--- config.mk ---
export PLATFORM = sky130hd
export DESIGN_NAME = fire_suppression_ctrl_flat
export DESIGN_NICKNAME = d
export VERILOG_FILES = /design/src/rtl/fire_suppression_ctrl_if.sv /design/src/rtl/fire_suppression_ctrl.sv /design/src/flat_wrapper.sv
export SDC_FILE = /design/constraint.sdc
export NUM_CORES = 1
export LEC_CHECK = 0
export BUFFER_PORTS_ARGS = -buffer_cell sky130_fd_sc_hd__buf_2
export CORE_UTILIZATION = 57
export DETAILED_ROUTE_END_ITERATION = 8
export GPL_ROUTABILITY_DRIVEN = 0
export PLACE_DENSITY = 0.92
export SLEW_MARGIN = 20
export SYNTH_ARGS = -nofsm -noshare
export SYNTH_HDL_FRONTEND = slang
export SYNTH_SLANG_ARGS = --single-unit
--- constraint.sdc ---
create_clock -name clk -period 3.3 [get_ports clk]
set_input_delay 0.66 -clock clk [delete_from_list [all_inputs] [get_ports clk]]
set_output_delay 0.66 -clock clk [all_outputs]
set_load 0.03 [all_outputs]
--- src/rtl/fire_suppression_ctrl_if.sv ---
// Indicator, command and status signals between the fire suppression
// sequencer and its environment.
interface fire_suppression_ctrl_if #(
  parameter int MAX_BURSTS = 3
);
  localparam int BW = $clog2(MAX_BURSTS + 1);

  logic [1:0]    fire_indicators;
  logic          manual_trigger;
  logic          abort;
  logic          ack;
  logic          fire_extinguisher;
  logic          alarm;
  logic          fault;
  logic [BW-1:0] burst_cnt;
  logic [2:0]    state;

  modport master (
    output fire_indicators, manual_trigger, abort, ack,
    input  fire_extinguisher, alarm, fault, burst_cnt, state
  );

  modport slave (
    input  fire_indicators, manual_trigger, abort, ack,
    output fire_extinguisher, alarm, fault, burst_cnt, state
  );
endinterface

--- src/rtl/fire_suppression_ctrl.sv ---
// Fire extinguisher sequencer: confirms a fire on both indicators, runs timed
// spray bursts with cooldowns, and locks out after too many bursts.
module fire_suppression_ctrl #(
  parameter int CONFIRM_CYCLES  = 8,
  parameter int SPRAY_CYCLES    = 100,
  parameter int COOLDOWN_CYCLES = 50,
  parameter int MAX_BURSTS      = 3
) (
  input  logic                     clk,
  input  logic                     rst_n,
  fire_suppression_ctrl_if.slave   bus
);

  localparam int MAX_AB = (CONFIRM_CYCLES > SPRAY_CYCLES) ? CONFIRM_CYCLES : SPRAY_CYCLES;
  localparam int MAX_T  = (MAX_AB > COOLDOWN_CYCLES) ? MAX_AB : COOLDOWN_CYCLES;
  localparam int TW     = (MAX_T > 1) ? $clog2(MAX_T) : 1;
  localparam int BW     = $clog2(MAX_BURSTS + 1);

  localparam logic [TW-1:0] CONFIRM_LAST  = TW'(CONFIRM_CYCLES - 1);
  localparam logic [TW-1:0] SPRAY_LAST    = TW'(SPRAY_CYCLES - 1);
  localparam logic [TW-1:0] COOLDOWN_LAST = TW'(COOLDOWN_CYCLES - 1);
  localparam logic [BW-1:0] BURST_LIMIT   = BW'(MAX_BURSTS);

  typedef enum logic [2:0] {
    IDLE     = 3'd0,
    CONFIRM  = 3'd1,
    SPRAY    = 3'd2,
    COOLDOWN = 3'd3,
    LOCKOUT  = 3'd4
  } state_e;

  state_e        state_q, state_d;
  logic [TW-1:0] timer_q, timer_d;
  logic [BW-1:0] burst_q, burst_d;
  logic          fire;

  assign fire = &bus.fire_indicators;

  always_ff @(posedge clk or negedge rst_n) begin
    if (!rst_n) begin
      state_q <= IDLE;
      timer_q <= '0;
      burst_q <= '0;
    end else begin
      state_q <= state_d;
      timer_q <= timer_d;
      burst_q <= burst_d;
    end
  end

  always_comb begin
    state_d = state_q;
    timer_d = timer_q + TW'(1);
    burst_d = burst_q;

    unique case (state_q)
      IDLE: begin
        timer_d = '0;
        if (bus.abort) begin
          state_d = IDLE;
        end else if (bus.manual_trigger) begin
          state_d = SPRAY;
          burst_d = BW'(1);
        end else if (fire) begin
          state_d = CONFIRM;
        end
      end
      CONFIRM: begin
        if (bus.abort || !fire) begin
          state_d = IDLE;
        end else if (timer_q == CONFIRM_LAST) begin
          state_d = SPRAY;
          burst_d = BW'(1);
        end
      end
      SPRAY: begin
        if (bus.abort) begin
          state_d = IDLE;
        end else if (timer_q == SPRAY_LAST) begin
          state_d = COOLDOWN;
        end
      end
      COOLDOWN: begin
        if (bus.abort) begin
          state_d = IDLE;
        end else if (timer_q == COOLDOWN_LAST) begin
          if (!fire) begin
            state_d = IDLE;
          end else if (burst_q < BURST_LIMIT) begin
            state_d = SPRAY;
            burst_d = burst_q + BW'(1);
          end else begin
            state_d = LOCKOUT;
          end
        end
      end
      LOCKOUT: begin
        timer_d = '0;
        if (bus.ack) begin
          state_d = IDLE;
        end
      end
      default: begin
        state_d = IDLE;
      end
    endcase

    // The shared timer restarts on every state change; the incident ends on IDLE entry.
    if (state_d != state_q) begin
      timer_d = '0;
    end
    if (state_d == IDLE) begin
      burst_d = '0;
    end
  end

  assign bus.fire_extinguisher = (state_q == SPRAY);
  assign bus.alarm             = (state_q != IDLE);
  assign bus.fault             = (state_q == LOCKOUT);
  assign bus.burst_cnt         = burst_q;
  assign bus.state             = state_q;

endmodule
--- src/flat_wrapper.sv ---
// flat-port wrapper written by rule: the top's interface ports become plain ports
module fire_suppression_ctrl_flat 
#(
  parameter int CONFIRM_CYCLES  = 8,
  parameter int SPRAY_CYCLES    = 100,
  parameter int COOLDOWN_CYCLES = 50,
  parameter int MAX_BURSTS      = 3
)
  (clk, rst_n, bus_fire_indicators, bus_manual_trigger, bus_abort, bus_ack, bus_fire_extinguisher, bus_alarm, bus_fault, bus_burst_cnt, bus_state);
  fire_suppression_ctrl_if #(.MAX_BURSTS(MAX_BURSTS)) bus_i ();
  input  logic clk;
  input  logic rst_n;
  input wire logic [$bits(bus_i.fire_indicators)-1:0] bus_fire_indicators;
  input wire logic [$bits(bus_i.manual_trigger)-1:0] bus_manual_trigger;
  input wire logic [$bits(bus_i.abort)-1:0] bus_abort;
  input wire logic [$bits(bus_i.ack)-1:0] bus_ack;
  output wire logic [$bits(bus_i.fire_extinguisher)-1:0] bus_fire_extinguisher;
  output wire logic [$bits(bus_i.alarm)-1:0] bus_alarm;
  output wire logic [$bits(bus_i.fault)-1:0] bus_fault;
  output wire logic [$bits(bus_i.burst_cnt)-1:0] bus_burst_cnt;
  output wire logic [$bits(bus_i.state)-1:0] bus_state;
  assign bus_i.fire_indicators = bus_fire_indicators;
  assign bus_i.manual_trigger = bus_manual_trigger;
  assign bus_i.abort = bus_abort;
  assign bus_i.ack = bus_ack;
  assign bus_fire_extinguisher = bus_i.fire_extinguisher;
  assign bus_alarm = bus_i.alarm;
  assign bus_fault = bus_i.fault;
  assign bus_burst_cnt = bus_i.burst_cnt;
  assign bus_state = bus_i.state;
  fire_suppression_ctrl #(.CONFIRM_CYCLES(CONFIRM_CYCLES), .SPRAY_CYCLES(SPRAY_CYCLES), .COOLDOWN_CYCLES(COOLDOWN_CYCLES), .MAX_BURSTS(MAX_BURSTS)) u_core (.clk(clk), .rst_n(rst_n), .bus(bus_i));
endmodule
Word-level counts from Yosys, hierarchy flattened
Index checks and enable logic that the tools add are counted.
{"block": "word_totals", "out_inout_bits": 8, "register_bits": 12, "input_bits": 7, "wordCells": 56}
{"block": "classes", "reduce_logical": 9, "addsub": 2, "muxes": 25, "n_eq_ne": 16, "magnitude_cmp": 1}
{"operator": "$mux 3", "n": 12}
{"operator": "$mux 2", "n": 9}
{"operator": "$pmux 3 s5", "n": 1}
{"operator": "$mux 7", "n": 2}
{"operator": "$ne 3x1->1 const B", "n": 4}
{"operator": "$ne 3x2->1 const B", "n": 3}
{"operator": "$reduce_and 9->1", "n": 1}
{"operator": "$add 7x1->7 const B", "n": 1}
{"operator": "$eq 7x3->1 const B", "n": 1}
{"operator": "$eq 7x6->1 const B", "n": 1}
{"operator": "$eq 7x7->1 const B", "n": 1}
{"operator": "$eq 3x2->1 const B", "n": 2}
{"operator": "$logic_not 3->1", "n": 2}
{"operator": "$pmux 2 s3", "n": 1}
{"operator": "$reduce_bool 4->1", "n": 1}
{"operator": "$eq 3x1->1 const B", "n": 1}
{"operator": "$eq 3x3->1 const B", "n": 1}
{"operator": "$ne 3x3->1", "n": 1}
{"operator": "$ne 3x3->1 const B", "n": 1}
{"operator": "$reduce_bool 3->1", "n": 1}
{"operator": "$add 2x1->2 const B", "n": 1}
{"operator": "$lt 2x2->1 const B", "n": 1}
{"operator": "$reduce_and 2->1", "n": 1}
{"operator": "$reduce_or 2->1", "n": 1}
{"operator": "other kinds (2)", "n": 2}

Depth between registers and ports, before layout
Gate-level depths: netlist of run 1.
{"block": "depth", "word_depth": 9, "depth_mapped": 7, "mapped_depth_nobuf": 7}

Least setup slack after synthesis of run 1
No wires, ideal clock.
{"block": "synth_path", "path_type": "register to output", "start": "reg u_core.state_q[2] (netlist: u_core.bus.state[2])", "end": "out bus_fire_extinguisher", "path_stages_with_launch": 3, "arrival_ps": 1200, "path_slack_ps": 1440, "path_buffers": 0, "required_time_ps": 2640, "cell_sequence": "dfrtp_1 -> nand2b_1 -> nor2_1"}
{"block": "synth_between", "elab_chain_len": 1}
{"item": "start, declared", "line_no": "fire_suppression_ctrl.sv:32", "rtl": "state_e state_q, state_d;"}
{"item": "start signal, assigned", "line_no": "fire_suppression_ctrl.sv:45", "rtl": "state_q <= state_d;"}
{"item": "$eq 3x2->1", "line_no": "fire_suppression_ctrl.sv:117", "rtl": "assign bus.fire_extinguisher = (state_q == SPRAY);"}
{"item": "end, declared", "line_no": "flat_wrapper.sv:17", "rtl": "output wire logic [$bits(bus_i.fire_extinguisher)-1:0] bus_fire_extinguisher;"}
Every way passes these cells.

Final worst setup path of run 1
{"block": "layout_path", "start": "reg u_core.state_q[1] (netlist: u_core.bus.state[1])", "end": "out bus_alarm"}
{"block": "layout_between", "elab_chain_len": 1}
{"item": "$reduce_bool 3->1", "line_no": "fire_suppression_ctrl.sv:118", "rtl": "assign bus.alarm = (state_q != IDLE);"}
{"item": "end, declared", "line_no": "flat_wrapper.sv:18", "rtl": "output wire logic [$bits(bus_i.alarm)-1:0] bus_alarm;"}
Every way passes these cells.

==> summary by stage, run 1 <==
Finish
Measured on the finished design, the core utilization comes to 71.2%. The count of antenna diodes in the layout is 0. The number of nets in the finished design is 116.

From synthesis to final layout, the design area changed by 15.6%. The count of filler cells inserted in the layout is 105. The share of post-route cells with drive strength above 1 is 26.7%. After routing the design area is 926 um2.

Critical path
The capture instance of the worst register-to-register path is u_core.bus.burst_cnt[1]. The critical-path maximum fanout is 7. The critical path goes through nor3_2 -> inv_1 -> buf_2. The worst setup path endpoint is bus_alarm. The critical path startpoint category is a flop.

The sort of element at the end of the critical path is an output port. Setup slack on the worst reg-to-reg path comes out at 1450 ps. The largest stage delay on the critical path is 470 ps. For the worst setup path, the data arrival time is 1340 ps. The most critical setup path has its startpoint at u_core.bus.state[1].

At the worst endpoint, the required time is 2640 ps. The critical path's slowest cell is sky130_fd_sc_hd__dfrtp_1. For the worst flop-to-flop path, the logic depth is 5. The start-to-end type of the worst setup path is flop to output port. The worst register-to-register path begins at u_core.timer_q[3].

Timing
The worst slew margin relative to its limit is 75.0%. The number of failing hold endpoints at the final stage is 0. In the final timing run, aggregate negative setup slack is 0 ps.

Setup repair after global routing left no endpoint under its margin. The peak clock frequency supported by timing is 0.501 GHz. The final critical delay including setup and external delays is 2000 ps. After layout, the worst path uses 60.5% of the clock period. The final worst-path setup slack is 1300 ps.

The max-slew violation count was 0. The transition at the pin with the smallest max-transition slack is 372 ps. The final hold slack is 257 ps. Setup violations remaining at the end of the flow were counted as 0.

Across the routed clock network, the largest skew measured is 0.413 ps.

Detailed routing
After detailed routing, the average wire length per cell comes to 13.9 um. The detailed router finished its first iteration with 18 violations. The detailed router placed 726 vias in this run. The count of unresolved DRC violations after routing is 0. The iteration count of the initial detailed-routing pass is 4. The routed design has 1670 um of wire. The detail route stage leaves a number of antenna-violating nets equal to 0.

The via-per-instance ratio is 6.05.

CTS
The clock passes through at most 2 buffers. The number of hold buffers added after CTS is 0. Post-CTS repair changed the size of 0 cells. After clock tree synthesis, the clock-pin slew on the worst setup and hold paths is 70 ps.

The CTS tree is done. Post-CTS timing repair inserted 0 buffers for setup. At the later pin of the worst-skew pair, clock insertion delay measures 260 ps. The CTS H-tree depth is 1. The CTS sink count is 12. The buffer cell driving the clock tree root is sky130_fd_sc_hd__clkbuf_4. The number of buffers created by CTS is 3.

Global route
The pin count of the biggest net entering global routing is 13. The global routing usage summed across all routing layers is 25.7%. The number of global-route vias before repair is 606. The number of antenna violations at the first check in global routing came to 0. The wire length of the first global-routing pass is 2650 um.

For this run the aggregate overflow at the end of global routing stands at 0.

Placed design
Input and output buffers added on the ports amount to 14. After detailed placement, the total cell area comes to 890 um2. Summed over all nets, the half-perimeter wirelength after detailed placement is 1300 um. Timing analysis after detailed placement gives a worst setup slack of 1330 ps.

Synthesis
The count of different cell masters after synthesis is 36. The number of warnings printed during yosys synthesis is 0. Counting flops and latches in the post-synthesis netlist gives 12.

For this run, the register share of the synthesized area comes to 37.5%. The area of the mapped netlist is 801 um2. The average instance area after synthesis is 9.20 um2.

The synthesized net count is 97. The number of instances in the synthesized netlist is 87.

Floorplanning
The die area is 0.00156 mm2. Once the floorplan was initialized, standard cells occupied 61.5% of the core. The width of the die is 39.5 um. The placeable core region is 0.00130 mm2. 15 I/O pins were placed.

The initialized floorplan defines 13 standard-cell rows. The height of the die is 39.5 um.

Power and ir drop
IR analysis of the VDD net gives a maximum drop of 0.340 mV. The net switching power is 82.1 uW. The clock power share is 35.5%. The internal power of the cells totals 234 uW. The leakage power is 0.469 nW. Combinational logic burns 15.7% of the power. The share of total power dissipated in sequential elements is 48.8%. The power per cell area is 342 mW/mm2. The switching fraction of total power is 25.9%.

Min path
The classification of the worst-slack hold path is input port to asynchronous set/reset pin.

Status
The run finished with clean final reports.

Job
Max-cap violations in this run came to 0.
-- logic make-up after synthesis --
logic type	Yosys count	share of synthesized area [%]
AO/OA/AOI/OAI	13	13.4
multiplexers	1	1.25
buffers and inverters	6	2.81
flip-flops	12	37.5
AND/OR/NAND/NOR	47	34.8
XOR/XNOR	5	5.47
adder cells (fa/ha/maj)	3	4.69
-- state kept, by name (all words and copies together) (netlist names) --
name and count:
u_core.timer_q 7, u_core.bus.burst_cnt 2, u_core.bus.state 3
-- power groups by stage --
| stage | combinational (mW) | sequential [mW] | clock, mW |
|---|---|---|---|
| 2_1_floorplan | 0.0285 | 0.160 | 0 |
| 3_3_place_gp | 0.0485 | 0.157 | 0 |
| 3_5_place_dp | 0.0495 | 0.157 | 0 |
| 4_1_cts | 0.0498 | 0.154 | 0.116 |
| 5_1_grt | 0.0546 | 0.155 | 0.123 |
| 6_report | 0.0497 | 0.155 | 0.112 |
-- layer usage --
| layer | vias up | part of all wire [%] | GRT usage, % | wire (um) |
|---|---|---|---|---|
| li1 | 351 | - | - | - |
| met1 | 351 | 46 | 35.5 | 765 |
| met2 | 24 | 49 | 40.2 | 821 |
| met3 | 0 | 4.7 | 5.11 | 79 |
| met4 | 0 | 0 | 7.76 | 0 |
| met5 | - | 0 | 0 | 0 |
-- worst max-delay path, delay by kind of cell, from the launching register on --
family / cells / cell delay [ps]
DFF: 1 / 470
and+or+nand+nor: 1 / 330
buffers and inverters: 2 / 270
-- Yosys cell counts (all sizes together) --
library cell	count	area share (%)
nor3b	1	1.6
dfrtp	12	38
nor4	4	4.7
or4	1	0.94
and3b	3	3.3
nand2b	1	0.78
xor2	3	3.3
ha	3	4.7
nand4	3	3.1
a31oi	1	0.78
mux2i	1	1.3
o21bai	1	0.94
and4	1	1.1
a2111o	1	1.4
a21o	2	2.0
nor2b	1	0.78
nand3	4	2.5
nor4bb	1	1.3
nor2	16	7.5
nand2	7	3.3
a311oi	1	1.1
o211a	1	1.3
xnor2	2	2.2
a221o	1	1.3
o21ai	2	1.3
a211oi	2	2.5
inv	6	2.8
and3	2	1.9
nand3b	1	0.94
nor3	1	1.3
o211ai	1	0.94
-- per-stage QoR --
stage / std cells / power (mW)
after floorplan: 87 / 0.189
after CTS: 120 / 0.321
after detailed placement: 116 / 0.207
final: 120 / 0.316
after global routing: 120 / 0.333
after global placement: 116 / 0.205
-- cell type report --
| type | count | area, um2 | area share (%) |
|---|---|---|---|
| Clock buffer | 4 | 36.3 | 3.92 |
| Inverter | 6 | 22.5 | 2.43 |
| Multi-Input combinational cell | 69 | 478 | 51.6 |
| Sequential cell | 12 | 300 | 32.4 |
| Tap cell | 15 | 18.8 | 2.03 |
| Timing Repair Buffer | 14 | 70.1 | 7.57 |
-- cells in the final DEF (no fill, tap or decap), types with 2 or more instances in the layout --
| cell | instances |
|---|---|
| sky130_fd_sc_hd__and3_2 | 2 |
| sky130_fd_sc_hd__nor4_2 | 2 |
| sky130_fd_sc_hd__xnor2_1 | 2 |
| sky130_fd_sc_hd__nand3_1 | 4 |
| sky130_fd_sc_hd__buf_2 | 14 |
| sky130_fd_sc_hd__ha_1 | 3 |
| sky130_fd_sc_hd__o21ai_0 | 2 |
| sky130_fd_sc_hd__nor4_1 | 2 |
| sky130_fd_sc_hd__xor2_1 | 3 |
| sky130_fd_sc_hd__nand2_1 | 7 |
| sky130_fd_sc_hd__and3b_1 | 3 |
| sky130_fd_sc_hd__nand4_1 | 2 |
| sky130_fd_sc_hd__nor2_1 | 16 |
| sky130_fd_sc_hd__clkbuf_4 | 3 |
| sky130_fd_sc_hd__dfrtp_1 | 12 |
| sky130_fd_sc_hd__inv_1 | 5 |
-- worst min-delay path by stage --
stage,from,end,depth (start not counted)
5_1_grt,rst_n,u_core.timer_q[5],1
2_1_floorplan,rst_n,u_core.bus.burst_cnt[0],0
3_5_place_dp,u_core.timer_q[0],u_core.timer_q[0],1
6_report,rst_n,u_core.bus.state[0],1
3_3_place_gp,u_core.timer_q[0],u_core.timer_q[0],1
4_1_cts,rst_n,u_core.timer_q[1],1
Power figures use the tool's default switching activity.
==> run 2: changes to the inputs <==
--- a/config.mk
+++ b/config.mk
@@ -6,10 +6,10 @@
 export NUM_CORES = 1
 export LEC_CHECK = 0
 export BUFFER_PORTS_ARGS = -buffer_cell sky130_fd_sc_hd__buf_2
-export CORE_UTILIZATION = 57
+export CORE_UTILIZATION = 53
 export DETAILED_ROUTE_END_ITERATION = 8
 export GPL_ROUTABILITY_DRIVEN = 0
-export PLACE_DENSITY = 0.92
+export PLACE_DENSITY = 0.87
 export SLEW_MARGIN = 20
 export SYNTH_ARGS = -nofsm -noshare
 export SYNTH_HDL_FRONTEND = slang
==> constraint.sdc (replaced) <==
create_clock -name clk -period 1.85 [get_ports clk]
set_input_delay 0.37 -clock clk [delete_from_list [all_inputs] [get_ports clk]]
set_output_delay 0.37 -clock clk [all_outputs]
set_load 0.03 [all_outputs]
==> run 2 against run 1 <==
  * Design area up 5.3%
  * Power up 69%
  * Clock power up 48%
  * First-iteration DRC count up 5.6%
  * Non-clock buffer count up 6
  * Critical path depth up 1
  * Register-to-register slack worse by 1400 ps
  * Worst hold slack better by 36 ps
  * Clock skew up 4.6 ps
  * Routed wire length up 11%
  * Critical path type unchanged
  * Critical endpoint unchanged
==> summary by stage, run 2 (same netlist as run 1, synthesis figures left out) <==
Finish
The count of filler cells inserted in the layout was 104 (was 105). The commonest non-fill, non-tap cell in the layout is sky130_fd_sc_hd__nor2_1 (unchanged). The register bank with the most flops is u_core.timer_q (unchanged). The number of nets in the finished design is 122 (was 116). The final standard cell utilization of the core was 72.2% (was 71.2%). The flip-flop count of the largest register after layout came to 7 (unchanged). The area of all placed cells without fillers came to 975 um2 (was 926 um2). Most used cells in the layout excluding fill and tap cells: sky130_fd_sc_hd__nor2_1, sky130_fd_sc_hd__buf_2, sky130_fd_sc_hd__dfrtp_1 (unchanged).

The synthesis-to-finish area growth is 21.7% (was 15.6%). The count of antenna diodes in the layout was 0 (unchanged). The share of post-route cells with drive strength above 1 is 30.9% (was 26.7%).

Critical path
The critical path startpoint category is a flop (unchanged). Cells traversed along the worst timing path: buf_4 -> nor3_2 -> inv_1 -> buf_2 (was nor3_2 -> inv_1 -> buf_2). The kind of cell adding the most delay to the critical path was buffers and inverters (was flip-flops). The sort of element at the end of the critical path was an output port (unchanged). The start-to-end type of the worst setup path is flop to output port (unchanged).

The data arrival at the endpoint of the critical path is 1420 ps (was 1340 ps). The worst endpoint required time is 1480 ps (was 2640 ps). The critical path's slowest cell is sky130_fd_sc_hd__dfrtp_1 (unchanged).

The slack of the worst reg-to-reg path came to 90 ps (was 1450 ps). The largest stage delay on the critical path is 420 ps (was 470 ps). The buffer and inverter count on the worst path is 3 (was 2). The critical-path maximum fanout is 6 (was 7).

Detailed routing
The via-per-instance ratio is 6.07 (was 6.05). The iteration count of the initial detailed-routing pass is 5 (was 4). The post-route antenna net violation count is 0 (unchanged). The mean routed wirelength per cell is 14.9 um (was 13.9 um).

The count of unresolved DRC violations after routing is 0 (unchanged). The overall via count from detail_route was 759 (was 726). The total routed wirelength was 1860 um (was 1670 um). The violation count after the first detailed-route iteration was 19 (was 18).

Timing
The worst slew margin relative to its limit is 73.1% (was 75.0%). The number of failing hold endpoints at the final stage came to 0 (unchanged). The worst path in the final design needs a cycle of 1790 ps, including I/O delays and setup. The final-report setup violation count was 0 (unchanged). The final worst-path setup slack came to 62.2 ps (was 1300 ps). In the finished design, the share of the clock period the worst path needs comes to 96.6%. The setup clock skew after layout is 4.97 ps (was 0.413 ps). The peak clock frequency supported by timing is 0.559 GHz. The transition at the pin with the smallest max-transition slack is 401 ps (was 372 ps).

The max-slew violation count is 0 (unchanged).

Global route
The global routing usage summed across all routing layers is 26.6% (was 25.7%). The number of antenna violations at the first check in global routing was 0 (unchanged). The wire length of the first global-routing pass is 2900 um (was 2650 um). The pin count of the biggest net entering global routing is 13 (unchanged). The overall overflow remaining after global route was 0 (unchanged).

The number of global-route vias before repair is 716 (was 606).

CTS
The buffer cell driving the clock tree root is sky130_fd_sc_hd__clkbuf_4 (unchanged). The CTS H-tree depth is 1 (unchanged). The clock latency at the later pin of the worst-skew pair is 280 ps (was 260 ps).

The number of buffers created by CTS was 3 (unchanged). The CTS tree is done (unchanged). The maximum buffer depth of the clock tree is 2 (unchanged). The CTS sink count is 12 (unchanged). The clock slew seen by the registers of the worst setup and hold paths is 80 ps (was 70 ps).

Floorplanning
The number of core rows was 13 (unchanged). The I/O pin count is 15 (unchanged). The height of the die is 40.9 um (was 39.5 um). The starting utilization of the core area is 59.3% (was 61.5%). The width of the die is 40.9 um (was 39.5 um). The die area is 0.00167 mm2 (was 0.00156 mm2). The placeable core region is 0.00135 mm2 (was 0.00130 mm2).

Status
Run status: finished, final reports clean (unchanged).

Placed design
The port buffer count came to 14 (unchanged). The detailed placer's ending HPWL is 1380 um (was 1300 um). The worst slack at placement is 26.0 ps (was 1330 ps).

The cell area reported after detailed placement was 912 um2 (was 890 um2).

Power and ir drop
The maximum vdd ir drop is 0.444 mV (was 0.340 mV). The power per cell area is 549 mW/mm2 (was 342 mW/mm2). The leakage power is 0.499 nW (was 0.469 nW).

Job
The reported max-cap violation count came to 0 (unchanged).

Min path
The classification of the worst-slack hold path is input port to flop (was input port to asynchronous set/reset pin).
## run 2: through the flow
stage,instances,hold WS (ps),TNS (ps),power [mW]
after floorplan,87,74.4,0,0.337
after global placement,119,258,0,0.366
after detailed placement,119,264,0,0.369
after CTS,123,292,0,0.530
after global routing,125,308,-40.5,0.553
final,125,293,0,0.535
## run 2: layout make-up
class | instances | area [um2] | share of cell area (%)
timing repair buffer | 20 | 118 | 12.1
tap | 15 | 18.8 | 1.93
sequential | 12 | 302 | 30.9
clock buffer | 3 | 22.5 | 2.31
inverter | 6 | 22.5 | 2.31
multi-input combinational | 69 | 492 | 50.4
## run 2: repair_timing
item | CTS | global route
hold buffers | 1 | 0
endpoints found under the hold margin | 12 | 0
resized for setup | 0 | 3
setup buffers | 0 | 2
endpoints found under the setup margin | 0 | 2
## run 2: path summary, 6_finish.rpt
path | startpoint | end | depth (start not counted)
setup / recovery | u_core.bus.state[2] | bus_alarm | 4
hold / removal | bus_ack | u_core.bus.state[2] | 2
setup reg to reg | u_core.timer_q[4] | u_core.bus.burst_cnt[1] | 5
hold reg to reg | u_core.timer_q[0] | u_core.timer_q[0] | 1
max in group asynchronous | rst_n | u_core.timer_q[4] | 2
min in group asynchronous | rst_n | u_core.timer_q[1] | 2
## run 2: layer usage
metal	up-vias	part of all wire (%)	global-route usage, %
met3	5	6.2	5.43
met2	31	49	45.7
met4	0	1.8	15.8
met5	-	0	0
met1	354	43	29.8
li1	369	-	-
## run 2: report_power, final
part / internal (mW) / switching [mW] / leakage [nW] / total [mW]
registers: 0.267 / 0.00833 / 0.164 / 0.276
logic: 0.0334 / 0.0601 / 0.321 / 0.0936
clock network: 0.0756 / 0.0902 / 0.0138 / 0.166
total: 0.376 / 0.159 / 0.499 / 0.535
